==> config.mk <==
export PLATFORM = sky130hd
export DESIGN_NAME = mem_port_arbiter
export DESIGN_NICKNAME = d
export VERILOG_FILES = /design/src/rtl/mem_port_arbiter.sv
export SDC_FILE = /design/constraint.sdc
export NUM_CORES = 1
export LEC_CHECK = 0
export CAP_MARGIN = 20
export CORE_AREA = 2 2 331 333
export DETAILED_ROUTE_END_ITERATION = 10
export DIE_AREA = 0 0 333 335
export PLACE_DENSITY_LB_ADDON = 0.1
export SLEW_MARGIN = 20
export SYNTH_ARGS = -nofsm -noshare
export SYNTH_HDL_FRONTEND = slang
export SYNTH_SLANG_ARGS = --single-unit
==> constraint.sdc <==
create_clock -name clk -period 1.9 [get_ports clk]
set_clock_uncertainty 0.1 [all_clocks]
set_input_delay 0.38 -clock clk [delete_from_list [all_inputs] [get_ports clk]]
set_output_delay 0.38 -clock clk [all_outputs]
set_load 0.1 [all_outputs]
==> src/rtl/mem_port_arbiter.sv <==
`default_nettype none
// ============================================================================
// Module   : mem_port_arbiter
// Brief    : Round-robin arbiter sharing one line-wide memory port between the
//            instruction cache (client 0) and the data cache (client 1).
//            Holds the grant for a whole transaction, routes read data back
//            to the owner and aborts a read whose response never arrives.
// Revision : 1.0 - initial release
// ============================================================================
module mem_port_arbiter #(
    parameter int ADDR_WIDTH = 20,
    parameter int LINE_WIDTH = 128,
    parameter int TIMEOUT    = 255
) (
    input  logic                  clk,
    input  logic                  rst,
    // client 0 (instruction cache)
    input  logic [ADDR_WIDTH-1:0] i_c0_addr,
    input  logic                  i_c0_read,
    input  logic                  i_c0_write,
    input  logic [LINE_WIDTH-1:0] i_c0_writedata,
    output logic [LINE_WIDTH-1:0] o_c0_readdata,
    output logic                  o_c0_readdata_valid,
    output logic                  o_c0_waitrequest,
    // client 1 (data cache)
    input  logic [ADDR_WIDTH-1:0] i_c1_addr,
    input  logic                  i_c1_read,
    input  logic                  i_c1_write,
    input  logic [LINE_WIDTH-1:0] i_c1_writedata,
    output logic [LINE_WIDTH-1:0] o_c1_readdata,
    output logic                  o_c1_readdata_valid,
    output logic                  o_c1_waitrequest,
    // memory port
    output logic [ADDR_WIDTH-1:0] o_m_addr,
    output logic                  o_m_read,
    output logic                  o_m_write,
    output logic [LINE_WIDTH-1:0] o_m_writedata,
    input  logic [LINE_WIDTH-1:0] i_m_readdata,
    input  logic                  i_m_readdata_valid,
    input  logic                  i_m_waitrequest,
    // status
    output logic [1:0]            o_grant,
    output logic                  o_timeout,
    output logic                  o_err
);

    localparam int                c_TIMER_W   = $clog2(TIMEOUT + 1);
    localparam logic [c_TIMER_W-1:0] c_TIMER_LAST = c_TIMER_W'(TIMEOUT - 1);

    localparam logic [1:0] c_IDLE = 2'd0;
    localparam logic [1:0] c_CMD  = 2'd1;
    localparam logic [1:0] c_RESP = 2'd2;

    logic [1:0]           state_q, state_d;
    logic                 owner_q, owner_d;   // 0 = client 0, 1 = client 1
    logic                 last_q,  last_d;    // owner of the previous grant
    logic [c_TIMER_W-1:0] timer_q, timer_d;
    logic                 err_q,   err_d;

    logic                  w_req0;
    logic                  w_req1;
    logic                  w_own_read;
    logic                  w_own_write;
    logic [ADDR_WIDTH-1:0] w_own_addr;
    logic [LINE_WIDTH-1:0] w_own_wdata;
    logic                  w_accept;
    logic                  w_expire;

    assign w_req0 = i_c0_read | i_c0_write;
    assign w_req1 = i_c1_read | i_c1_write;

    // Owner's command view; read wins when a client raises both strobes.
    assign w_own_read  = owner_q ? i_c1_read : i_c0_read;
    assign w_own_write = (owner_q ? i_c1_write : i_c0_write) & ~w_own_read;
    assign w_own_addr  = owner_q ? i_c1_addr : i_c0_addr;
    assign w_own_wdata = owner_q ? i_c1_writedata : i_c0_writedata;

    assign w_accept = (w_own_read | w_own_write) & ~i_m_waitrequest;
    // Last RESP cycle allowed: the timer has already counted TIMEOUT-1 cycles.
    assign w_expire = (timer_q == c_TIMER_LAST);

    // Read data bus is shared; only the valid strobe is steered.
    assign o_c0_readdata = i_m_readdata;
    assign o_c1_readdata = i_m_readdata;
    assign o_err         = err_q;

    // State register and arbitration bookkeeping.
    always_ff @(posedge clk) begin
        if (rst) begin
            state_q <= c_IDLE;
            owner_q <= 1'b0;
            last_q  <= 1'b1;
            timer_q <= '0;
            err_q   <= 1'b0;
        end else begin
            state_q <= state_d;
            owner_q <= owner_d;
            last_q  <= last_d;
            timer_q <= timer_d;
            err_q   <= err_d;
        end
    end

    // Next-state logic: round-robin grant, command completion, response wait.
    always_comb begin
        state_d = state_q;
        owner_d = owner_q;
        last_d  = last_q;
        timer_d = timer_q;
        err_d   = err_q;
        case (state_q)
            c_IDLE: begin
                if (w_req0 | w_req1) begin
                    // On a tie the client that did not own the port last wins.
                    owner_d = (w_req0 & w_req1) ? ~last_q : w_req1;
                    last_d  = owner_d;
                    timer_d = '0;
                    state_d = c_CMD;
                end
            end
            c_CMD: begin
                if (!(w_own_read | w_own_write)) begin
                    // Owner withdrew before acceptance: abandon quietly.
                    state_d = c_IDLE;
                end else if (!i_m_waitrequest) begin
                    state_d = w_own_read ? c_RESP : c_IDLE;
                end
            end
            c_RESP: begin
                if (i_m_readdata_valid) begin
                    state_d = c_IDLE;
                end else begin
                    timer_d = timer_q + 1'b1;
                    if (w_expire) begin
                        state_d = c_IDLE;
                        err_d   = 1'b1;
                    end
                end
            end
            default: state_d = c_IDLE;
        endcase
        // Read data with no read outstanding is a memory-side protocol error.
        if (i_m_readdata_valid && (state_q != c_RESP)) begin
            err_d = 1'b1;
        end
    end

    // Output decode: memory command from the owner, strobes back to the owner.
    always_comb begin
        o_m_addr            = '0;
        o_m_writedata       = '0;
        o_m_read            = 1'b0;
        o_m_write           = 1'b0;
        o_c0_waitrequest    = 1'b1;
        o_c1_waitrequest    = 1'b1;
        o_c0_readdata_valid = 1'b0;
        o_c1_readdata_valid = 1'b0;
        o_grant             = 2'b00;
        o_timeout           = 1'b0;
        case (state_q)
            c_CMD: begin
                o_m_addr      = w_own_addr;
                o_m_writedata = w_own_wdata;
                o_m_read      = w_own_read;
                o_m_write     = w_own_write;
                o_grant       = owner_q ? 2'b10 : 2'b01;
                if (owner_q) begin
                    o_c1_waitrequest = ~w_accept;
                end else begin
                    o_c0_waitrequest = ~w_accept;
                end
            end
            c_RESP: begin
                o_grant = owner_q ? 2'b10 : 2'b01;
                if (owner_q) begin
                    o_c1_readdata_valid = i_m_readdata_valid;
                end else begin
                    o_c0_readdata_valid = i_m_readdata_valid;
                end
                o_timeout = ~i_m_readdata_valid & w_expire;
            end
            default: begin
                o_grant = 2'b00;
            end
        endcase
    end

endmodule
`default_nettype wire

==> run summary <==
status = finished with violations
failing checks = setup timing
hold path depth = 2
vias in the first global route = 5,858
largest net degree at the start of global routing = 32
initial antenna violation count = 8
min Tclk post-route = 2140 ps
TritonCTS Buffers = 3
Max-Cap Viols = 0
Critical Path AT = 1660 ps
worst hold slack = 412 ps
post-synthesis instance total = 684
hold path startpoint = timer_q[7]
worst-path cell chain = buf_12, buf_12, mux2i_4, buf_6, nor2_4, buf_12
largest family of logic cells by synthesized area = buffers and inverters
Nets = 1,386
drt first-iter violations = 83
vias = 5,520
most common cell after layout, fill and taps aside = clkdlybuf4s50_1
YS warnings = 0
Min-Delay Endpoint = timer_q[7]
WL per Instance = 14.9 um
VDD IR-drop max = 0.272 mV
compound-cell area share of the yosys netlist = 0.0391
Tot Pwr = 10,000 uW
post-synthesis mux area share = 0.304
worst r2r src = state_q[0]
CTS hold repair buffers = 0
Initial Util = 0.0453
area of the core = 0.108 mm2
FF+latch area = 267 um2
die footprint = 0.112 mm2
Peak Freq = 468 MHz
final std cells w/o fill = 2,362
Crit Path Category = reg2out
post-synth top area cell = buf_4
Avg Inst Size Synth = 7.16 um2
worst r2r dst = timer_q[7]
total of fill cells in the finished design = 12,300
startpoint types = flop
synthesis-stage register bit count = 13
placed instance count = 2,333
routed vias/inst = 2.34
Pleak = 0.00441 uW
CTS HTree Levels = 1
ANT cells = 0
TritonCTS Sinks = 13
sequential area share after synthesis = 0.0531
Cell Pwr Density = 724 mW/mm2
Final setup violation count = 158
Total Routed Length = 35,300 um
DR pass1 iterations = 4
Post-Syn Nets = 1,121
Most Frequent Cell on Critical Path = buf_12
Simple-Gate Fraction of Synth Area = 0.159
worst slew pin tran = 500 ps
Worst Slack Setup Final = -238 ps
R2R Setup Slk = -40 ps
worst skew pair latency = 250 ps
post-synthesis xor/xnor area fraction = 0.00179
Top FF cell, synth = dfxtp_1
FP Rows = 121
mapped cell area = 0.00490 mm2
ANT nets after route = 0
worst min path class = reg2reg
commonest non-fill, non-tap cells in the layout = 298 x clkdlybuf4s50_1, 170 x buf_12, 144 x nor2_4
Reg clk slew, reported paths = 50 ps
I/O pins = 846
Slew headroom = 0.664
crit-path max cell delay = 390 ps
adder-cell share of the synthesized area = 0.0128
first-pass GRT wire length = 46,800 um
Final HPWL DP = 30,700 um
Post-synth EDFFs = 0
clk root buf = clkbuf_16
pre-CTS worst setup slack = -523 ps
crit path launch = owner_q
critical path capture point type = output port
Die Span X = 333 um
Pins Over Slew Limit = 0
GPL Wtd Cong = 0.680
RSZ-0062 raised after global routing = true
TritonCTS clock tree = built
layout cell share with drive strength beyond 1 = 0.520
Residual DRC = 0
crit path max-delay cell type = dfxtp_4
Synth area leaders = buf_4 39%, mux2i_1 30%, nor2_1 12%
reg2reg path depth = 7
crit path max fanout = 11
die height = 335 um
Tcrit/Tclk final = 1.13
multi-input logic area = 0.00422 mm2
total grt overflow = 0
Synth cell types = 37
Max clock buf depth = 2
WP data required = 1420 ps
Area growth, synth to finish = 182%
IO Port Bufs = 461
setup TNS = -25,550 ps
Synth top area share = 0.392
fraction of registers with async set/reset = 0
GRT Resource Usage Total = 0.0589
Fin. Hold Viols = 0
==> cell families after synthesis <==
kind of cell,count (synthesis)
buffers and inverters,300
AND/OR/NAND/NOR,188
multiplexers,149
AO/OA/AOI/OAI,28
flip-flops,13
adder cells (fa/ha/maj),5
XOR/XNOR,1
==> through the flow <==
| step | cell area [um2] | util |
|---|---|---|
| after detailed placement | 12400 | 0.115 |
| after global routing | 13800 | 0.128 |
| after CTS | 13400 | 0.124 |
| final | 13800 | 0.128 |
| after floorplan | 5950 | - |
| after global placement | 12400 | 0.115 |
==> routing by layer <==
| layer | up-vias | track usage | share of wire |
|---|---|---|---|
| met5 | - | 0 | 0.0024 |
| met4 | 14 | 0.0142 | 0.022 |
| met3 | 80 | 0.0220 | 0.090 |
| met2 | 379 | 0.107 | 0.53 |
| met1 | 2515 | 0.0643 | 0.35 |
| li1 | 2532 | - | - |
==> power by group <==
group	internal, uW	switching [uW]	total (uW)
logic	3780	5480	9260
registers	291	20.2	311
clock network	285	146	431
total	4360	5650	10000
==> final cells by class <==
cell class	count	area share
inverters	9	0.00299
flip-flops and latches	13	0.0193
multi-input cells	371	0.305
clock buffers	4	0.00570
well taps	1414	0.128
repair buffers	551	0.539
==> flip-flops by register name, summed over array words and instances, names as in the netlist <==
register  count
last_q        1
o_err         1
owner_q       1
state_q       2
timer_q       8
==> worst max-delay path: cells and delay by family (launching register included) <==
kind                   cells  cell delay [ps]
buffers and inverters      4              640
DFF                        1              390
muxes                      1              290
and+or+nand+nor            1               30
==> Yosys cell counts, types with 4 or more instances <==
master    count
buf_2        14
nand2_1       8
a21oi_1       8
clkbuf_1     20
nor2_1      155
o21ai_0       6
nor2b_1       4
ha_1          5
dfxtp_1      13
buf_4       256
mux2i_1     149
inv_1         8
nand3_1       4
==> what timing repair did <==
action	in CTS	in global routing
buffers inserted	13	5
cloned	4	5
endpoints found under the hold margin	0	0
endpoints found under the setup margin	166	163
pin swaps	15	18
resized for setup	169	66
==> how the worst max path moves through the flow <==
| stage | endpoint | cells past startpoint |
|---|---|---|
| 2_1_floorplan | o_m_writedata[48] | 6 |
| 4_1_cts | o_c0_waitrequest | 5 |
| 3_3_place_gp | timer_q[7] | 6 |
| 5_1_grt | o_m_writedata[67] | 6 |
| 3_5_place_dp | timer_q[1] | 6 |
| 6_report | o_m_writedata[67] | 6 |
No activity file was read; power rests on OpenSTA's default activity.
